--- src/rtl/mealy_pattern_detector.sv ---
// Serial bit-pattern detector with a runtime-loadable pattern, length and overlap mode.
// y is a zero-latency Mealy flag. match_count saturates and cfg_err flags an unusable length.
module mealy_pattern_detector #(
  parameter int                   MAX_LEN         = 8,
  parameter int                   LEN_W           = 4,
  parameter int                   CNT_W           = 8,
  parameter logic [MAX_LEN-1:0]   DEFAULT_PATTERN = MAX_LEN'(4'b1101),
  parameter int                   DEFAULT_LEN     = 4,
  parameter logic                 DEFAULT_OVERLAP = 1'b1
) (
  input  logic               clk,
  input  logic               reset,
  input  logic               x,
  input  logic               x_valid,
  input  logic               cfg_load,
  input  logic [MAX_LEN-1:0] cfg_pattern,
  input  logic [LEN_W-1:0]   cfg_len,
  input  logic               cfg_overlap,
  output logic               y,
  output logic [CNT_W-1:0]   match_count,
  output logic               cfg_err
);

  localparam int HW = MAX_LEN - 1;

  logic [MAX_LEN-1:0] pat_q,  pat_d;
  logic [LEN_W-1:0]   len_q,  len_d;
  logic               ovl_q,  ovl_d;
  logic [HW-1:0]      hist_q, hist_d;
  logic [LEN_W-1:0]   fill_q, fill_d;
  logic [CNT_W-1:0]   cnt_q,  cnt_d;
  logic               err_q,  err_d;

  logic [MAX_LEN-1:0] window;
  logic [MAX_LEN-1:0] mask;
  logic               enough_bits;
  logic               match;

  function automatic logic len_valid(input logic [LEN_W-1:0] l);
    return (int'(l) >= 2) && (int'(l) <= MAX_LEN);
  endfunction

  function automatic logic [CNT_W-1:0] sat_inc_cnt(input logic [CNT_W-1:0] c);
    return (c == {CNT_W{1'b1}}) ? c : c + CNT_W'(1);
  endfunction

  function automatic logic [LEN_W-1:0] sat_inc_fill(input logic [LEN_W-1:0] f);
    return (f == LEN_W'(MAX_LEN - 1)) ? f : f + LEN_W'(1);
  endfunction

  always_comb begin
    // Newest bit sits at window[0]; pattern bit [len-1] lines up with the oldest bit in use.
    window      = {hist_q, x};
    mask        = ~({MAX_LEN{1'b1}} << len_q);
    enough_bits = ({1'b0, fill_q} + (LEN_W + 1)'(1)) >= {1'b0, len_q};
    match       = enough_bits && len_valid(len_q) && (((window ^ pat_q) & mask) == '0);
    y           = x_valid & match & ~reset & ~cfg_load;

    pat_d  = pat_q;
    len_d  = len_q;
    ovl_d  = ovl_q;
    hist_d = hist_q;
    fill_d = fill_q;
    cnt_d  = cnt_q;
    err_d  = err_q;

    if (cfg_load) begin
      pat_d  = cfg_pattern;
      len_d  = cfg_len;
      ovl_d  = cfg_overlap;
      fill_d = '0;
      cnt_d  = '0;
      err_d  = ~len_valid(cfg_len);
    end else if (x_valid) begin
      hist_d = HW'({hist_q, x});
      fill_d = sat_inc_fill(fill_q);
      if (y) begin
        cnt_d = sat_inc_cnt(cnt_q);
        if (!ovl_q) fill_d = '0;
      end
    end
  end

  always_ff @(posedge clk) begin
    if (reset) begin
      pat_q  <= DEFAULT_PATTERN;
      len_q  <= LEN_W'(DEFAULT_LEN);
      ovl_q  <= DEFAULT_OVERLAP;
      hist_q <= '0;
      fill_q <= '0;
      cnt_q  <= '0;
      err_q  <= ~len_valid(LEN_W'(DEFAULT_LEN));
    end else begin
      pat_q  <= pat_d;
      len_q  <= len_d;
      ovl_q  <= ovl_d;
      hist_q <= hist_d;
      fill_q <= fill_d;
      cnt_q  <= cnt_d;
      err_q  <= err_d;
    end
  end

  assign match_count = cnt_q;
  assign cfg_err     = err_q;

endmodule

--- config.mk ---
export PLATFORM = sky130hd
export DESIGN_NAME = mealy_pattern_detector
export DESIGN_NICKNAME = d
export VERILOG_FILES = /design/src/rtl/mealy_pattern_detector.sv
export SDC_FILE = /design/constraint.sdc
export NUM_CORES = 1
export LEC_CHECK = 0
export CORE_MARGIN = 5
export CORE_UTILIZATION = 57
export DETAILED_ROUTE_END_ITERATION = 8
export HOLD_SLACK_MARGIN = 0.02
export PLACE_DENSITY = 0.93
export SLEW_MARGIN = 20
export SYNTH_ARGS = -nofsm -noshare
export SYNTH_HDL_FRONTEND = slang
export SYNTH_SLANG_ARGS = --single-unit
--- constraint.sdc ---
create_clock -name clk -period 4.3 [get_ports clk]
set_input_delay 0.86 -clock clk [delete_from_list [all_inputs] [get_ports clk]]
set_output_delay 0.86 -clock clk [all_outputs]
set_load 0.01 [all_outputs]
==> qor.txt <==
Post-synth EDFFs -> 0
Hold Crit Depth -> 2
Outcome -> finished, final reports clean
Synth top cells by count -> 33 x dfxtp_1, 23 x nand2_1, 16 x a21oi_1
Post-DRT Antenna Nets -> 0
Rows -> 20
R2r startpoint -> fill_q[0]
Max Buffers Root-to-Sink -> 2
CTS Buf Count -> 5
I/O pin count -> 28
Post-layout util -> 69.7%
Clock latency on the worst-skew pair -> 0.34 ns
Most common flop cell mapped by yosys -> dfxtp_1
Die H -> 65.0 um
Clk pwr share -> 37.8%
Peak Freq -> 259 MHz
CP Launch Type -> primary input
Cts hold-fix bufs -> 0
Total power per unit cell area -> 308 mW/mm^2
R2R Path End -> match_count[5]
Logic gate share of total power -> 11.0%
Die area -> 0.00423 mm^2
Placer Congestion -> 0.781
GRT Total Usage -> 18.7%
IR drop worst, VDD -> 0.238 mV
Switching share of power -> 23.0%
Postcts setup bufs -> 0
Crit Path Category -> in2out
Final Hold Vio Count -> 0
Startpoint of the worst hold path -> cfg_err
Final setup violation count -> 0
Average vias per placed instance -> 5.74
Mapped Area -> 0.00173 mm^2
Slew HR -> 68.7%
Layout area overhead -> 20.2%
H-tree lvl count -> 2
Drt pass-1 iters -> 4
First-pass GRT wire length -> 6200 um
Sinks on the clock net -> 33
Share of synthesized registers carrying an async set or reset -> 0%
Via count -> 1470
Worst Setup End Kind -> primary output
Finished Cell Area -> 0.00207 mm^2
Switching pwr -> 147 uW
Worst slew pin tran -> 0.469 ns
Hold Path Class -> reg2reg
Final nets -> 246
Mean Syn Cell Area -> 8.71 um^2
Crit Path Max Fanout -> 9
Final Critical Period -> 3.87 ns
Place WS -> 0.458 ns
Top cells by area, synth -> dfxtp_1 38%, mux2i_1 8.1%, nand2_1 5.0%, a21oi_1 4.6%, ha_1 4.4%
Clock Skew -> 0.00681 ns
CORE AREA -> 0.00298 mm^2
DRC Markers -> 0
Internal -> 491 uW
Sequential power share -> 51.1%
R2R Setup Slk -> 1.66 ns
Routed wire length per instance -> 13.7 um
Post-synthesis net count -> 222
Leading area contributor after synthesis -> dfxtp_1
Top cell type's share of synthesized area -> 38.3%
Seq cells post-synth -> 33
Maxcap violations -> 0
Vias in the first global route -> 1454
1st-iter DRT viols -> 105
Layout cells sized above 1 -> 6.28%
Placed wire-length estimate -> 2620 um
Setup TNS -> 0 ns
RSZ-0062 raised after global routing -> false
Final critical-path share of the clock period -> 89.9%
Overflow after GRT -> 0
Initial antenna violation count -> 0
Most frequent cell after synthesis -> dfxtp_1
CP Data Arrival Time -> 3.01 ns
Pins over their slew limit -> 0
Largest net degree at the start of global routing -> 22
Gate Count Post-Synth -> 198
Seq/Total Area, Yosys -> 38.3%
DIE WIDTH -> 65.0 um
Synth cell types -> 44
CTS clk-pin slew, worst paths -> 0.09 ns
IO Port Bufs -> 27
Final WS setup -> 0.435 ns
Ys Warns -> 0
Post-CTS Resized -> 0
Min-Delay Endpoint -> cfg_err
Leakage power -> 0.000787 uW
Starting Density -> 57.9%
Root buf cell -> clkbuf_4
Area after DPL -> 0.00199 mm^2
CTS tree -> done
Worst Path Required -> 3.44 ns
Reg2Reg Depth -> 8
# diodes -> 0
Total Routed Length -> 3500 um
==> cells by family after synthesis <==
group	Yosys count	synth area share (%)
mux	14	8.12
xor+xnor	11	5.58
flops	33	38.3
simple gates	69	20.5
compound gates	45	17.8
buf+inv	20	5.37
fa+ha+maj	6	4.35
==> worst max path at each step <==
| stage | from | to | slack [ns] | cells past startpoint |
|---|---|---|---|---|
| 2_1_floorplan | x_valid | y | 1.62 | 5 |
| 3_3_place_gp | x_valid | y | 0.50 | 5 |
| 3_5_place_dp | x_valid | y | 0.46 | 5 |
| 4_1_cts | x_valid | y | 0.46 | 5 |
| 5_1_grt | x_valid | y | 0.32 | 5 |
| 6_report | x_valid | y | 0.43 | 5 |
==> through the flow <==
stage / hold WS [ns] / instances / total power [uW]
after floorplan: 0.448 / 198 / 377
after global placement: 0.455 / 248 / 401
after detailed placement: 0.464 / 248 / 403
after CTS: 0.480 / 256 / 643
after global routing: 0.517 / 256 / 666
final: 0.474 / 256 / 638
==> cell usage in the layout (no fill, tap or decap), types with 3 or more instances in the layout <==
| cell type | n |
|---|---|
| nand2_1 | 23 |
| mux2i_1 | 14 |
| o21ai_0 | 7 |
| nor2_1 | 13 |
| clkbuf_4 | 5 |
| xor2_1 | 4 |
| dfxtp_1 | 33 |
| and3_1 | 3 |
| a211oi_1 | 3 |
| nand3_1 | 8 |
| xnor2_1 | 7 |
| o31ai_1 | 3 |
| inv_1 | 8 |
| or3_1 | 3 |
| clkdlybuf4s50_1 | 27 |
| ha_1 | 6 |
| nand2b_1 | 5 |
| a21oi_1 | 16 |
==> power groups by stage <==
| stage | Clock (uW) | Combinational (uW) | Sequential [uW] |
|---|---|---|---|
| global route | 259 | 79.0 | 328 |
| detailed placement | 0 | 69.9 | 333 |
| floorplan | 0 | 49.6 | 328 |
| CTS | 246 | 70.4 | 326 |
| global placement | 0 | 68.2 | 333 |
| finish | 241 | 70.4 | 326 |
==> worst max-delay path, cell delays in order <==
cell             delay, ns
clkdlybuf4s50_1       0.63
nand2b_1              0.29
a2111oi_4             0.41
and4_1                0.27
clkdlybuf4s50_1       0.54
==> metal layers <==
metal  GRT usage, %  part of all wire, %
met1           21.9                   45
met2           31.9                   49
met3           4.51                  5.1
met4           9.07                  1.6
met5              0                    0
==> state kept, by name (all words and copies together), names as in the netlist <==
name / count
len_q: 4
cfg_err: 1
match_count: 8
ovl_q: 1
hist_q: 7
fill_q: 4
pat_q: 8
==> layout make-up <==
cell class / instances / area, um^2
well taps: 33 / 41.3
flip-flops and latches: 33 / 661
fillers: 230 / 903
repair buffers: 29 / 285
clock inverters: 1 / 30.0
multi-input cells: 145 / 972
inverters: 8 / 30.0
clock buffers: 7 / 55.1
(Power assumes the default switching activity.)
